## src/rtl/legv8_ctrl_pkg.sv

```systemverilog
// Shared types and constants for the multi-cycle LEGv8 control unit.
package legv8_ctrl_pkg;

  typedef enum logic [3:0] {
    S_FETCH     = 4'd0,
    S_DECODE    = 4'd1,
    S_EXEC_R    = 4'd2,
    S_EXEC_I    = 4'd3,
    S_EXEC_ADDR = 4'd4,
    S_MEM_RD    = 4'd5,
    S_MEM_WR    = 4'd6,
    S_WB_ALU    = 4'd7,
    S_WB_MEM    = 4'd8,
    S_EXEC_BR   = 4'd9,
    S_FAULT     = 4'd10
  } state_t;

  typedef enum logic [2:0] {
    C_R, C_I, C_LD, C_ST, C_CBZ, C_CBNZ, C_B, C_ILLEGAL
  } instr_class_t;

  localparam logic [1:0] ALU_ADD    = 2'b00;
  localparam logic [1:0] ALU_PASS_B = 2'b01;
  localparam logic [1:0] ALU_FUNC   = 2'b10;

  localparam logic [1:0] SRCB_REG     = 2'b00;
  localparam logic [1:0] SRCB_FOUR    = 2'b01;
  localparam logic [1:0] SRCB_IMM     = 2'b10;
  localparam logic [1:0] SRCB_IMM_SH2 = 2'b11;

  localparam logic [10:0] OP_ADD  = 11'b10001011000;
  localparam logic [10:0] OP_SUB  = 11'b11001011000;
  localparam logic [10:0] OP_AND  = 11'b10001010000;
  localparam logic [10:0] OP_ORR  = 11'b10101010000;
  localparam logic [10:0] OP_LDUR = 11'b11111000010;
  localparam logic [10:0] OP_STUR = 11'b11111000000;
  localparam logic [9:0]  OP_ADDI = 10'b1001000100;
  localparam logic [7:0]  OP_CBZ  = 8'b10110100;
  localparam logic [7:0]  OP_CBNZ = 8'b10110101;
  localparam logic [5:0]  OP_B    = 6'b000101;

  typedef struct packed {
    logic       ir_write;
    logic       pc_write;
    logic       pc_src;
    logic       iord;
    logic       reg2loc;
    logic       alu_src_a;
    logic [1:0] alu_src_b;
    logic [1:0] alu_op;
    logic       mem2reg;
    logic       reg_write;
    logic       mem_read;
    logic       mem_write;
  } ctrl_t;

endpackage

```

## src/rtl/multicycle_control_fsm_if.sv

```systemverilog
// Control-unit <-> datapath bundle: IR/flags in, per-cycle control strobes out.
interface multicycle_control_fsm_if;
  logic [31:0] instruction;
  logic        mem_ready;
  logic        zero;
  logic        IR_WRITE;
  logic        PC_WRITE;
  logic        PC_SRC;
  logic        IORD;
  logic        REG2LOC;
  logic        ALU_SRC_A;
  logic [1:0]  ALU_SRC_B;
  logic [1:0]  ALU_OP;
  logic        MEM2REG;
  logic        REG_WRITE;
  logic        MEM_READ;
  logic        MEM_WRITE;

  modport master (
    input  instruction, mem_ready, zero,
    output IR_WRITE, PC_WRITE, PC_SRC, IORD, REG2LOC, ALU_SRC_A, ALU_SRC_B,
           ALU_OP, MEM2REG, REG_WRITE, MEM_READ, MEM_WRITE
  );

  modport slave (
    output instruction, mem_ready, zero,
    input  IR_WRITE, PC_WRITE, PC_SRC, IORD, REG2LOC, ALU_SRC_A, ALU_SRC_B,
           ALU_OP, MEM2REG, REG_WRITE, MEM_READ, MEM_WRITE
  );
endinterface

```

## src/rtl/legv8_opcode_decode.sv

```systemverilog
// Combinational opcode classifier; shorter opcode fields win (B, CBZ/CBNZ, ADDI, then 11-bit).
module legv8_opcode_decode
  import legv8_ctrl_pkg::*;
(
  input  logic [31:0]  instruction,
  output instr_class_t iclass
);

  logic unused_operand_bits;
  assign unused_operand_bits = ^instruction[20:0];

  always_comb begin
    iclass = C_ILLEGAL;
    if (instruction[31:26] == OP_B)            iclass = C_B;
    else if (instruction[31:24] == OP_CBZ)     iclass = C_CBZ;
    else if (instruction[31:24] == OP_CBNZ)    iclass = C_CBNZ;
    else if (instruction[31:22] == OP_ADDI)    iclass = C_I;
    else begin
      unique case (instruction[31:21])
        OP_ADD, OP_SUB, OP_AND, OP_ORR: iclass = C_R;
        OP_LDUR:                        iclass = C_LD;
        OP_STUR:                        iclass = C_ST;
        default:                        iclass = C_ILLEGAL;
      endcase
    end
  end

endmodule

```

## src/rtl/multicycle_control_fsm.sv

```systemverilog
// Multi-cycle LEGv8 control FSM with memory-wait timeout and sticky fault.
module multicycle_control_fsm
  import legv8_ctrl_pkg::*;
#(
  parameter int MEM_TIMEOUT     = 15,
  parameter int HALT_ON_ILLEGAL = 1,
  parameter int TMO_W           = 4
) (
  input  logic                   clk,
  input  logic                   rst_n,
  multicycle_control_fsm_if.master ctl,
  output logic                   fault,
  output logic [3:0]             state_o
);

  state_t             state, state_nx;
  instr_class_t       iclass;
  ctrl_t              c, co;
  logic [TMO_W-1:0]   tmo_cnt;
  logic               fault_q;
  logic               wait_st, tmo_hit;

  legv8_opcode_decode u_dec (
    .instruction (ctl.instruction),
    .iclass      (iclass)
  );

  assign wait_st = (state == S_FETCH) || (state == S_MEM_RD) || (state == S_MEM_WR);
  // Ready on the limit cycle takes precedence: tmo_hit only matters when mem_ready is low.
  assign tmo_hit = (MEM_TIMEOUT != 0) && (tmo_cnt == TMO_W'(MEM_TIMEOUT - 1));

  always_ff @(posedge clk or negedge rst_n) begin
    if (!rst_n) begin
      state   <= S_FETCH;
      tmo_cnt <= '0;
      fault_q <= 1'b0;
    end else begin
      state   <= state_nx;
      tmo_cnt <= (wait_st && !ctl.mem_ready) ? tmo_cnt + TMO_W'(1) : '0;
      fault_q <= fault_q | (state_nx == S_FAULT);
    end
  end

  always_comb begin
    c        = '0;
    state_nx = state;
    unique case (state)
      S_FETCH: begin
        c.mem_read  = 1'b1;
        c.alu_src_b = SRCB_FOUR;
        c.alu_op    = ALU_ADD;
        if (ctl.mem_ready) begin
          c.ir_write = 1'b1;
          c.pc_write = 1'b1;
          state_nx   = S_DECODE;
        end else if (tmo_hit) state_nx = S_FAULT;
      end
      S_DECODE: begin
        c.alu_src_b = SRCB_IMM_SH2;
        c.alu_op    = ALU_ADD;
        c.reg2loc   = (iclass == C_ST) || (iclass == C_CBZ) || (iclass == C_CBNZ);
        unique case (iclass)
          C_R:               state_nx = S_EXEC_R;
          C_I:               state_nx = S_EXEC_I;
          C_LD, C_ST:        state_nx = S_EXEC_ADDR;
          C_CBZ, C_CBNZ, C_B: state_nx = S_EXEC_BR;
          default:           state_nx = (HALT_ON_ILLEGAL != 0) ? S_FAULT : S_FETCH;
        endcase
      end
      S_EXEC_R: begin
        c.alu_src_a = 1'b1;
        c.alu_src_b = SRCB_REG;
        c.alu_op    = ALU_FUNC;
        state_nx    = S_WB_ALU;
      end
      S_EXEC_I: begin
        c.alu_src_a = 1'b1;
        c.alu_src_b = SRCB_IMM;
        c.alu_op    = ALU_ADD;
        state_nx    = S_WB_ALU;
      end
      S_EXEC_ADDR: begin
        c.alu_src_a = 1'b1;
        c.alu_src_b = SRCB_IMM;
        c.alu_op    = ALU_ADD;
        state_nx    = (iclass == C_ST) ? S_MEM_WR : S_MEM_RD;
      end
      S_MEM_RD: begin
        c.mem_read = 1'b1;
        c.iord     = 1'b1;
        if (ctl.mem_ready) state_nx = S_WB_MEM;
        else if (tmo_hit)  state_nx = S_FAULT;
      end
      S_MEM_WR: begin
        c.mem_write = 1'b1;
        c.iord      = 1'b1;
        c.reg2loc   = 1'b1;
        if (ctl.mem_ready) state_nx = S_FETCH;
        else if (tmo_hit)  state_nx = S_FAULT;
      end
      S_WB_ALU: begin
        c.reg_write = 1'b1;
        state_nx    = S_FETCH;
      end
      S_WB_MEM: begin
        c.reg_write = 1'b1;
        c.mem2reg   = 1'b1;
        state_nx    = S_FETCH;
      end
      S_EXEC_BR: begin
        c.pc_src = 1'b1;
        if (iclass == C_B) c.pc_write = 1'b1;
        else begin
          c.reg2loc   = 1'b1;
          c.alu_src_a = 1'b1;
          c.alu_src_b = SRCB_REG;
          c.alu_op    = ALU_PASS_B;
          c.pc_write  = (iclass == C_CBZ) ? ctl.zero : !ctl.zero;
        end
        state_nx = S_FETCH;
      end
      S_FAULT: state_nx = S_FAULT;
      default: state_nx = S_FAULT;
    endcase
  end

  // Gate with rst_n so strobes drop the instant reset asserts, not at the next edge.
  assign co = rst_n ? c : '0;

  assign ctl.IR_WRITE  = co.ir_write;
  assign ctl.PC_WRITE  = co.pc_write;
  assign ctl.PC_SRC    = co.pc_src;
  assign ctl.IORD      = co.iord;
  assign ctl.REG2LOC   = co.reg2loc;
  assign ctl.ALU_SRC_A = co.alu_src_a;
  assign ctl.ALU_SRC_B = co.alu_src_b;
  assign ctl.ALU_OP    = co.alu_op;
  assign ctl.MEM2REG   = co.mem2reg;
  assign ctl.REG_WRITE = co.reg_write;
  assign ctl.MEM_READ  = co.mem_read;
  assign ctl.MEM_WRITE = co.mem_write;

  assign fault   = rst_n & fault_q;
  assign state_o = rst_n ? state : 4'd0;

endmodule

```

## src/flat_wrapper.sv

```systemverilog
// flat-port wrapper written by rule: the top's interface ports become plain ports
module multicycle_control_fsm_flat import legv8_ctrl_pkg::*;
#(
  parameter int MEM_TIMEOUT     = 15,
  parameter int HALT_ON_ILLEGAL = 1,
  parameter int TMO_W           = 4
)
  (clk, rst_n, fault, state_o, ctl_instruction, ctl_mem_ready, ctl_zero, ctl_IR_WRITE, ctl_PC_WRITE, ctl_PC_SRC, ctl_IORD, ctl_REG2LOC, ctl_ALU_SRC_A, ctl_ALU_SRC_B, ctl_ALU_OP, ctl_MEM2REG, ctl_REG_WRITE, ctl_MEM_READ, ctl_MEM_WRITE);
  multicycle_control_fsm_if ctl_i ();
  input  logic clk;
  input  logic rst_n;
  output logic fault;
  output logic [3:0] state_o;
  input wire logic [$bits(ctl_i.instruction)-1:0] ctl_instruction;
  input wire logic [$bits(ctl_i.mem_ready)-1:0] ctl_mem_ready;
  input wire logic [$bits(ctl_i.zero)-1:0] ctl_zero;
  output wire logic [$bits(ctl_i.IR_WRITE)-1:0] ctl_IR_WRITE;
  output wire logic [$bits(ctl_i.PC_WRITE)-1:0] ctl_PC_WRITE;
  output wire logic [$bits(ctl_i.PC_SRC)-1:0] ctl_PC_SRC;
  output wire logic [$bits(ctl_i.IORD)-1:0] ctl_IORD;
  output wire logic [$bits(ctl_i.REG2LOC)-1:0] ctl_REG2LOC;
  output wire logic [$bits(ctl_i.ALU_SRC_A)-1:0] ctl_ALU_SRC_A;
  output wire logic [$bits(ctl_i.ALU_SRC_B)-1:0] ctl_ALU_SRC_B;
  output wire logic [$bits(ctl_i.ALU_OP)-1:0] ctl_ALU_OP;
  output wire logic [$bits(ctl_i.MEM2REG)-1:0] ctl_MEM2REG;
  output wire logic [$bits(ctl_i.REG_WRITE)-1:0] ctl_REG_WRITE;
  output wire logic [$bits(ctl_i.MEM_READ)-1:0] ctl_MEM_READ;
  output wire logic [$bits(ctl_i.MEM_WRITE)-1:0] ctl_MEM_WRITE;
  assign ctl_i.instruction = ctl_instruction;
  assign ctl_i.mem_ready = ctl_mem_ready;
  assign ctl_i.zero = ctl_zero;
  assign ctl_IR_WRITE = ctl_i.IR_WRITE;
  assign ctl_PC_WRITE = ctl_i.PC_WRITE;
  assign ctl_PC_SRC = ctl_i.PC_SRC;
  assign ctl_IORD = ctl_i.IORD;
  assign ctl_REG2LOC = ctl_i.REG2LOC;
  assign ctl_ALU_SRC_A = ctl_i.ALU_SRC_A;
  assign ctl_ALU_SRC_B = ctl_i.ALU_SRC_B;
  assign ctl_ALU_OP = ctl_i.ALU_OP;
  assign ctl_MEM2REG = ctl_i.MEM2REG;
  assign ctl_REG_WRITE = ctl_i.REG_WRITE;
  assign ctl_MEM_READ = ctl_i.MEM_READ;
  assign ctl_MEM_WRITE = ctl_i.MEM_WRITE;
  multicycle_control_fsm #(.MEM_TIMEOUT(MEM_TIMEOUT), .HALT_ON_ILLEGAL(HALT_ON_ILLEGAL), .TMO_W(TMO_W)) u_core (.clk(clk), .rst_n(rst_n), .ctl(ctl_i), .fault(fault), .state_o(state_o));
endmodule
```

## config.mk

```make
export PLATFORM = sky130hd
export DESIGN_NAME = multicycle_control_fsm_flat
export DESIGN_NICKNAME = d
export VERILOG_FILES = /design/src/rtl/legv8_ctrl_pkg.sv /design/src/rtl/multicycle_control_fsm_if.sv /design/src/rtl/legv8_opcode_decode.sv /design/src/rtl/multicycle_control_fsm.sv /design/src/flat_wrapper.sv
export SDC_FILE = /design/constraint.sdc
export NUM_CORES = 1
export LEC_CHECK = 0
export ABC_AREA = 0
export BUFFER_PORTS_ARGS = -buffer_cell sky130_fd_sc_hd__buf_4
export CAP_MARGIN = 20
export CORE_UTILIZATION = 45
export DETAILED_ROUTE_END_ITERATION = 16
export PLACE_DENSITY_LB_ADDON = 0.05
export SLEW_MARGIN = 20
export SYNTH_ARGS = -nofsm -noshare
export SYNTH_HDL_FRONTEND = slang
export SYNTH_SLANG_ARGS = --single-unit
```

## constraint.sdc

```tcl
create_clock -name clk -period 2.47 [get_ports clk]
set_input_delay 0 -clock clk [delete_from_list [all_inputs] [get_ports clk]]
set_output_delay 0 -clock clk [all_outputs]
set_load 0.02 [all_outputs]
```

Word-level counts from Yosys, hierarchy flattened
Cells that the tools add are included.
- memory bits (writable): 0
- memories kept: 0
- latch bits: 0
- logic and storage cells: 82
- memory bits (read-only): 0
- bits in registers: 9
- divide/modulo/power cells: 0
- reduce and logical (&&, ||, !) cells: 19
- $add $sub $neg: 1
- muxes and demuxes: 30
- bitwise gates (word level): 2
- multiply operators: 0
- equal/unequal tests: 27
- shifts and indexed selects: 0
- order comparisons: 0
- operators by type and width (operator ; count):
    == test 11 bit, second input constant ; 6
    case mux 4 bit (7 select lines) ; 1
    two-way mux 4 bit ; 6
    case mux 4 bit (5 select lines) ; 1
    == test 4 x 3 -> 1 bit, second input constant ; 4
    == test 4 bit, second input constant ; 4
    == test 8 bit, second input constant ; 2
    case mux 4 bit (4 select lines) ; 1
    two-way mux 14 bit ; 1
    two-way mux 3 bit ; 4
    OR reduction 2 bit ; 6
    == test 10 bit, second input constant ; 1
    == test 3 bit, second input constant ; 3
    two-way mux 1 bit ; 9
    case mux 3 bit (3 select lines) ; 1
    OR reduction 3 bit ; 3
    == test 4 x 2 -> 1 bit, second input constant ; 2
    == test 3 x 2 -> 1 bit, second input constant ; 2
    == test 6 x 3 -> 1 bit, second input constant ; 1
    two-way mux 6 bit ; 1
    adder 4 x 1 -> 4 bit, second input constant ; 1
    == test 4 x 1 -> 1 bit, second input constant ; 1
    zero test 4 bit ; 1
    logical OR 1 bit ; 4
    other kinds (10) ; 13

Longest topological paths before layout
Gate-level depths: netlist of run 1.
- depth after elaboration: 13
- gate-level depth with buffers: 7
- depth with buffers taken out: 7

Modules after synthesis
A second synthesis of run 1 with hierarchy kept.
- cells, all modules: 139
- area, all modules: 1053.5 um^2
- modules (own cells, without submodules) (module ; area an instance (um^2) ; cells an instance ; times used):
    multicycle_control_fsm ; 889.6 ; 114 ; 1
    legv8_opcode_decode ; 163.9 ; 25 ; 1

Worst setup path after synthesis of run 1
No wires, ideal clock.
- path kind: flip-flop to output port
- start point: reg u_core.state[3]
- end point: out ctl_PC_WRITE
- cell stages (with the launch flop): 5
- arrival time: 1577 ps
- required time: 2470 ps
- path buffers: 1
- slack: 893 ps
- path through: dfrtp_1 -> clkbuf_1 -> nand2b_1 -> nor3_1 -> a31o_2
- word-level cells in the longest chain between the ends: 3
- RTL lines (what ; RTL line ; text):
    start: declaration ; multicycle_control_fsm.sv:16 ; state_t state, state_nx;
    start signal: assignment ; multicycle_control_fsm.sv:38 ; state <= state_nx;
    == test 4 bit or zero test 4 bit (tied branches) ; multicycle_control_fsm.sv:47 ; unique case (state)
    case mux 1 bit (2 select lines) (*) ; multicycle_control_fsm.sv:47 ;
    two-way mux 14 bit (*) ; multicycle_control_fsm.sv:128 ; assign co = rst_n ? c : '0;
    end: declaration ; flat_wrapper.sv:18 ; output wire logic [$bits(ctl_i.PC_WRITE)-1:0] ctl_PC_WRITE;
Mark *: on every way between the ends. The rest lies on a longest branch, timed or not.

Worst setup path after layout of run 1
- start point: reg u_core.state[0]
- end point: out ctl_PC_WRITE
Same word-level chain as after synthesis.

==> impl_results.md, run 1 <==
* Outcome: complete, no violations
* Fin crit share at 75.9%
* Antenna violations before repair at 0
* Mapped Area at 941 um2
* Critical Path Fanout Max at 15
* FF-to-FF setup slack at 0.64 ns
* Net Count, Synth at 165
* GRT Overall Usage at 22.0%
* Part of the power in registers at 29.2%
* Flops & latches, synth at 9
* Via count at 1,047
* First-pass GRT wire length at 3580 um
* Post-DP HPWL at 1840 um
* Final wirelength at 2330 um
* Sw Share at 47.1%
* Seq/Total Area, Yosys at 23.9%
* Pin count of the biggest net entering global routing at 21
* Initial drt markers at 21
* Worst R2R Start: u_core.state[1]$_DFF_PN0_
* Max_cap viols at 0
* YS warnings at 0
* Post-synth top area cell: dfrtp_1
* Commonest non-fill, non-tap cells in the layout: 34 x buf_4, 17 x nor2_1, 11 x nand2_1, 9 x nor3_1, 9 x dfrtp_1
* Starting density of the core at 48.0%
* H-tree Lvls at 1
* Pre-antenna DRT Iters at 4
* Overflow after GRT at 0
* Final min period at 1.88 ns
* Synth Instances at 127
* Commonest non-fill, non-tap cell in the layout: buf_4
* Antenna Nets Post-Route at 0
* FILL cells at 202
* Post-cts sizing count at 0
* Final hold slack at 0.133 ns
* Static Leak at 0.000532 uW
* Wirelength per Cell at 12.5 um
* Final Hold Viols at 0
* CTS Buf Count at 3
* Internal power at 462 uW
* Final Setup Violations at 0
* Vias in the first global route at 838
* Crit Path Category: reg -> out
* Cts hold-fix bufs at 1
* Clk_lat worst skew at 0.25 ns
* Layout cell share with drive strength beyond 1 at 28.3%
* R2R cell count at 5
* CP Data Arrival Time at 1.88 ns
* FMAX at 533 MHz
* CTS tree: yes
* Clk sink count at 9
* Max_slew headroom at 71.1%
* Core area at 1960 um2
* Die Area at 2280 um2
* Cell row count at 16
* NumNets Final at 198
* CP startpoint kind: flop
* Setup Fix Bufs, Post-CTS at 0
* Maximum vdd drop at 0.608 mV
* Share of the synthesized area in the top cell type at 23.9%
* Avg Cell Area, Syn at 7.41 um2
* Logic pwr share at 58.3%
* Reg clk slew, reported paths at 0.06 ns
* Number of vias per cell at 5.63
* Top Ports at 55
* Type of destination of the critical path: output pin
* PD cells at 712 nW/um2
* Layout area overhead at 30.3%
* Root Buffer Master: clkbuf_4
* Clk pwr share at 12.5%
* HP Class: in -> async
* Diodes inserted at 0
* Skew final at 0.00205 ns
* Unique cell type count in the Yosys netlist at 40
* Switch Pwr at 411 uW
* Die height at 47.7 um
* Terminus of the critical flop-to-flop path: u_core.fault_q$_DFF_PN0_
* RePlAce Congestion at 0.793
* Slew Viols, Final at 0
* Post-route setup TNS at 0 ns
* Number of port buffers at 33
* Die X at 47.7 um
* Worst slew pin tran at 0.428 ns
* Critical path data required time at 2.47 ns
* Remaining DRCs at 0
* Top cells by area, synth: dfrtp_1 24%, nor2_1 6.8%, and2_1 5.3%
* Max Root-Sink Buffers at 2
* RSZ-0062 raised after global routing: false
-- critical path, stage by stage, from the launching register on --
cell and delay [ns]:
dfrtp_1 0.53, nor2_1 0.40, nand2_1 0.09, nor3_1 0.31
a31o_2 0.16, buf_4 0.13
-- metrics by stage --
| stage | std cells | setup slack (ns) | cell area, um2 | utilization (%) | total power (uW) |
|---|---|---|---|---|---|
| finish | 186 | 0.595 | 1230 | 62.5 | 873 |
| global route | 186 | 0.493 | 1230 | 62.5 | 949 |
| CTS | 186 | 0.607 | 1230 | 62.5 | 877 |
| detailed placement | 181 | 0.666 | 1190 | 60.7 | 762 |
| global placement | 181 | 0.668 | 1190 | 60.7 | 748 |
| floorplan | 127 | 0.893 | 941 | - | 621 |
-- cell type report --
class	instances	area [um2]	share of cell area [%]
inverter	4	15.0	1.22
multi-input combinational	107	661	53.9
sequential	9	225	18.4
timing repair buffer	35	265	21.6
clock buffer	4	26.3	2.14
tap	27	33.8	2.76
-- power groups by stage --
stage / Sequential, uW / Combinational (uW) / Clock (uW)
2_1_floorplan: 201 / 420 / 0
3_3_place_gp: 253 / 495 / 0
3_5_place_dp: 255 / 508 / 0
4_1_cts: 251 / 510 / 116
5_1_grt: 262 / 565 / 122
6_report: 254 / 509 / 109
-- layer usage --
| metal | GRT usage, % | share of wire (%) |
|---|---|---|
| met3 | 2.64 | 3.6 |
| met2 | 37.3 | 49 |
| met4 | 5.56 | 0.17 |
| met1 | 29.7 | 48 |
| met5 | 0 | 0 |
-- registers in the layout, summed over array words and instances (netlist names) --
register,cells
u_core.fault_q,1
u_core.state,4
u_core.tmo_cnt,4
-- cells by family after synthesis --
group	Yosys count	share of synthesized area [%]
fa+ha+maj	2	2.66
mux	4	4.26
simple gates	68	39.4
compound gates	30	21.1
buf+inv	11	5.85
xor+xnor	3	2.79
flops	9	23.9
-- how the worst max path moves through the flow --
stage | start | to | slack, ns
after floorplan | u_core.state[3]$_DFF_PN0_ | ctl_PC_WRITE | 0.89
after CTS | u_core.state[0]$_DFF_PN0_ | ctl_PC_WRITE | 0.61
after detailed placement | u_core.state[1]$_DFF_PN0_ | u_core.fault_q$_DFF_PN0_ | 0.67
after global placement | u_core.state[1]$_DFF_PN0_ | u_core.fault_q$_DFF_PN0_ | 0.67
final | u_core.state[0]$_DFF_PN0_ | ctl_PC_WRITE | 0.59
after global routing | u_core.state[0]$_DFF_PN0_ | ctl_REG2LOC | 0.49
-- cells in the mapped netlist, drive strengths merged --
cell,instances
o221ai,1
nand3,3
a2bb2oi,1
xor2,2
or2,1
nor3b,1
a21oi,7
a32oi,1
mux2i,4
a21boi,1
nor3,9
clkbuf,6
o22ai,4
ha,2
nand2b,5
nand4b,2
xnor2,1
o31ai,1
nor2b,3
a31o,2
inv,4
dfrtp,9
and3,1
or4b,1
nand2,12
nor2,17
a221oi,2
and4bb,1
a21o,1
nor4bb,2
buf,1
o21ai,9
and2,8
nand3b,2
No activity file was read; power rests on OpenSTA's default activity.
==> run 2, diff against run 1 <==
Settings changed: ABC_AREA 0 to 1, CORE_UTILIZATION 45 to 40.
Clock period 2.47 ns to 1.7 ns, I/O delays scaled along.
==> impl_results.md, run 2 <==
* YS warnings at 0 (unchanged)
* Top cells by area, synth: dfrtp_1 23%, nand2_1 13%, nor2_1 13%
* Final std cells w/o fill at 226 (+22%)
* Unique cell type count in the Yosys netlist at 30 (-25%)
* Number of port buffers at 33 (unchanged)
* Cell row count at 17 (+1)
* Type of destination of the critical path: output pin
* Sw Share at 27.9% (-19 points)
* Wirelength per Cell at 10.8 um (-13%)
* Final min period at 1.59 ns
* CTS Buf Count at 3 (unchanged)
* Pre-antenna DRT Iters at 4 (unchanged)
* Final Util at 58.1% (-4.4 points)
* Pin count of the biggest net entering global routing at 16 (-24%)
* Outcome: complete, no violations
* Reg clk slew, reported paths at 0.06 ns (about the same)
* Metal2 WL at 1060 um (-6.7%)
* Antenna violations before repair at 0 (unchanged)
* Die height at 51.6 um (+8.0%)
* PD cells at 359 nW/um2 (-50%)
* Final Hold Viols at 0 (unchanged)
* CP startpoint kind: flop
* Part of the power in registers at 45.5% (+16 points)
* GRT Overall Usage at 20.8% (-1.2 points)
* CTS tree: yes
* Share of the synthesized area in the top cell type at 22.9% (-1.0 points)
* Post-synth top area cell: dfrtp_1
* Via count at 1,117 (+6.7%)
* H-tree Lvls at 1 (unchanged)
* Remaining DRCs at 0 (unchanged)
* Most frequent cell after synthesis: nand2_1
* RePlAce Congestion at 0.920 (+16%)
* Top Ports at 55 (unchanged)
* EDFF count, synth at 0 (unchanged)
* Die Area at 2660 um2 (+17%)
* Commonest non-fill, non-tap cell in the layout: nand2_1
* Post-DP HPWL at 2030 um (+10%)
* Overflow after GRT at 0 (unchanged)
* Die X at 51.6 um (+8.0%)
* Net Count, Synth at 199 (+21%)
* Clk_lat worst skew at 0.27 ns (+0.02 ns)
* Crit Path Category: reg -> out
* Top cells by count, synth: 34 x nand2_1, 33 x nor2_1, 25 x inv_1
* Static Leak at 0.000717 uW (+35%)
* Clk pwr share at 35.3% (+23 points)
* Max_cap viols at 0 (unchanged)
* Post-synth ARST share at 100% (unchanged)
* Diodes inserted at 0 (unchanged)
* Core area at 2250 um2 (+15%)
* WL met3 at 159 um (+89%)
* NumNets Final at 237 (+20%)
* Root Buffer Master: clkbuf_4
* Avg Cell Area, Syn at 6.10 um2 (-18%)
* Critical Path Fanout Max at 8 (-7)
* Worst slew pin tran at 0.367 ns (-0.0608 ns)
* Initial drt markers at 23 (+9.5%)
* Largest regs: u_core.state: 4 flops, u_core.tmo_cnt: 4 flops, u_core.fault_q: 1 flops
* Clk sink count at 9 (unchanged)
* Critical path data required time at 1.70 ns (-0.77 ns)
* Final wirelength at 2450 um (+5.3%)
* HP Class: in -> reg
* Maximum vdd drop at 0.376 mV (-38%)
* First-pass GRT wire length at 4150 um (+16%)
* Max Root-Sink Buffers at 2 (unchanged)
* Skew final at 0.00786 ns (+0.00582 ns)
* Main flop type after synthesis: dfrtp_1
* Logic pwr share at 19.2% (-39 points)
* Mapped Area at 982 um2 (+4.4%)
* Flops & latches, synth at 9 (unchanged)
* Commonest non-fill, non-tap cells in the layout: 34 x nand2_1, 33 x nor2_1, 33 x buf_4, 25 x inv_1, 14 x nand3_1
* Slew Viols, Final at 0 (unchanged)
* Number of vias per cell at 4.94 (-12%)
* WL met1 at 1200 um (+8.3%)
* Layout cell share with drive strength beyond 1 at 30.3% (+2.0 points)
* Synth Instances at 161 (+27%)
* Max_slew headroom at 75.2% (+4.1 points)
* Crit path largest cell delay at 0.49 ns (-0.04 ns)
* Fin crit share at 93.7%
* CP Data Arrival Time at 1.59 ns (-0.29 ns)
* FMAX at 628 MHz
* Antenna Nets Post-Route at 0 (unchanged)
* DR top layer: met4
* Starting density of the core at 43.6% (-4.4 points)
* Internal power at 339 uW (-27%)
* Ordered list of cells on the worst path: nor2_4 > inv_2 > nor2_1 > inv_1 > a31oi_1 > buf_4
* Slowest CP cell: dfrtp_2
* Cell count after placement at 221 (+22%)
* Layout area overhead at 33.4%
* Switch Pwr at 131 uW (-68%)
* Seq/Total Area, Yosys at 22.9% (-1.0 points)
* Vias in the first global route at 981 (+17%)
* Final Setup Violations at 0 (unchanged)
run 2: timing repair:
action | CTS | global route
buffers inserted | 0 | 0
hold endpoints to repair | 9 | 0
gates resized for setup | 0 | 6
setup endpoints to repair | 0 | 5
hold buffers | 1 | 0
run 2: critical path, delay by kind of cell, from the launching register on:
kind            cells  cell delay, ns
simple gates        2            0.29
flops               1            0.49
buf+inv             3            0.35
compound gates      1            0.18
run 2: area by class of cell:
cell class / instances / area [um2]
Multi-Input combinational cell: 119 / 641
Sequential cell: 9 / 229
Timing Repair Buffer: 34 / 258
Clock inverter: 1 / 5.00
Fill cell: 241 / 945
Clock buffer: 3 / 22.5
Tap cell: 28 / 35.0
Inverter: 32 / 120
run 2: logic make-up after synthesis:
group	count (synthesis)	share of synthesized area [%]
AOI/OAI and AO/OA	16	13.8
xor gates and xnor gates	2	1.78
adders and majority gates	2	2.55
buffers and inverters	33	13.4
DFF	9	22.9
and+or+nand+nor	99	45.6
run 2: metal layers:
| layer | up-vias | track usage, % |
|---|---|---|
| li1 | 585 | - |
| met1 | 485 | 30.2 |
| met2 | 42 | 31.8 |
| met3 | 5 | 1.75 |
| met4 | 0 | 8.11 |
| met5 | - | 0 |
run 2: worst paths after layout:
path / startpoint / end / slack, ns / cells after the start
worst max-delay path: u_core.state[0]$_DFF_PN0_ / ctl_ALU_SRC_A / 0.11 / 6
worst max register to register: u_core.state[3]$_DFF_PN0_ / u_core.fault_q$_DFF_PN0_ / 0.31 / 11
min in group asynchronous: rst_n / u_core.state[2]$_DFF_PN0_ / 0.11 / 2
max in group asynchronous: rst_n / u_core.state[1]$_DFF_PN0_ / 1.41 / 2
worst min register to register: u_core.fault_q$_DFF_PN0_ / u_core.fault_q$_DFF_PN0_ / 0.47 / 2
worst min-delay path: ctl_mem_ready / u_core.tmo_cnt[0]$_DFF_PN0_ / 0.06 / 4
run 2: power by group through the flow:
| stage | clock (uW) | sequential, uW | combinational (uW) |
|---|---|---|---|
| finish | 166 | 214 | 90.2 |
| floorplan | 0 | 218 | 39.0 |
| CTS | 176 | 214 | 89.9 |
| global route | 181 | 214 | 101 |
| global placement | 0 | 218 | 85.3 |
| detailed placement | 0 | 218 | 87.7 |
run 2: per-stage QoR:
step	power, uW	hold WS (ns)	TNS, ns	setup slack [ns]	area [um2]
finish	470	0.0609	0	0.108	1310
global route	496	0.0948	-0.00376	-0.00376	1310
CTS	480	0.0580	0	0.0329	1290
detailed placement	306	-0.144	0	0.252	1250
global placement	303	-0.147	0	0.272	1250
floorplan	257	-0.296	0	0.252	982
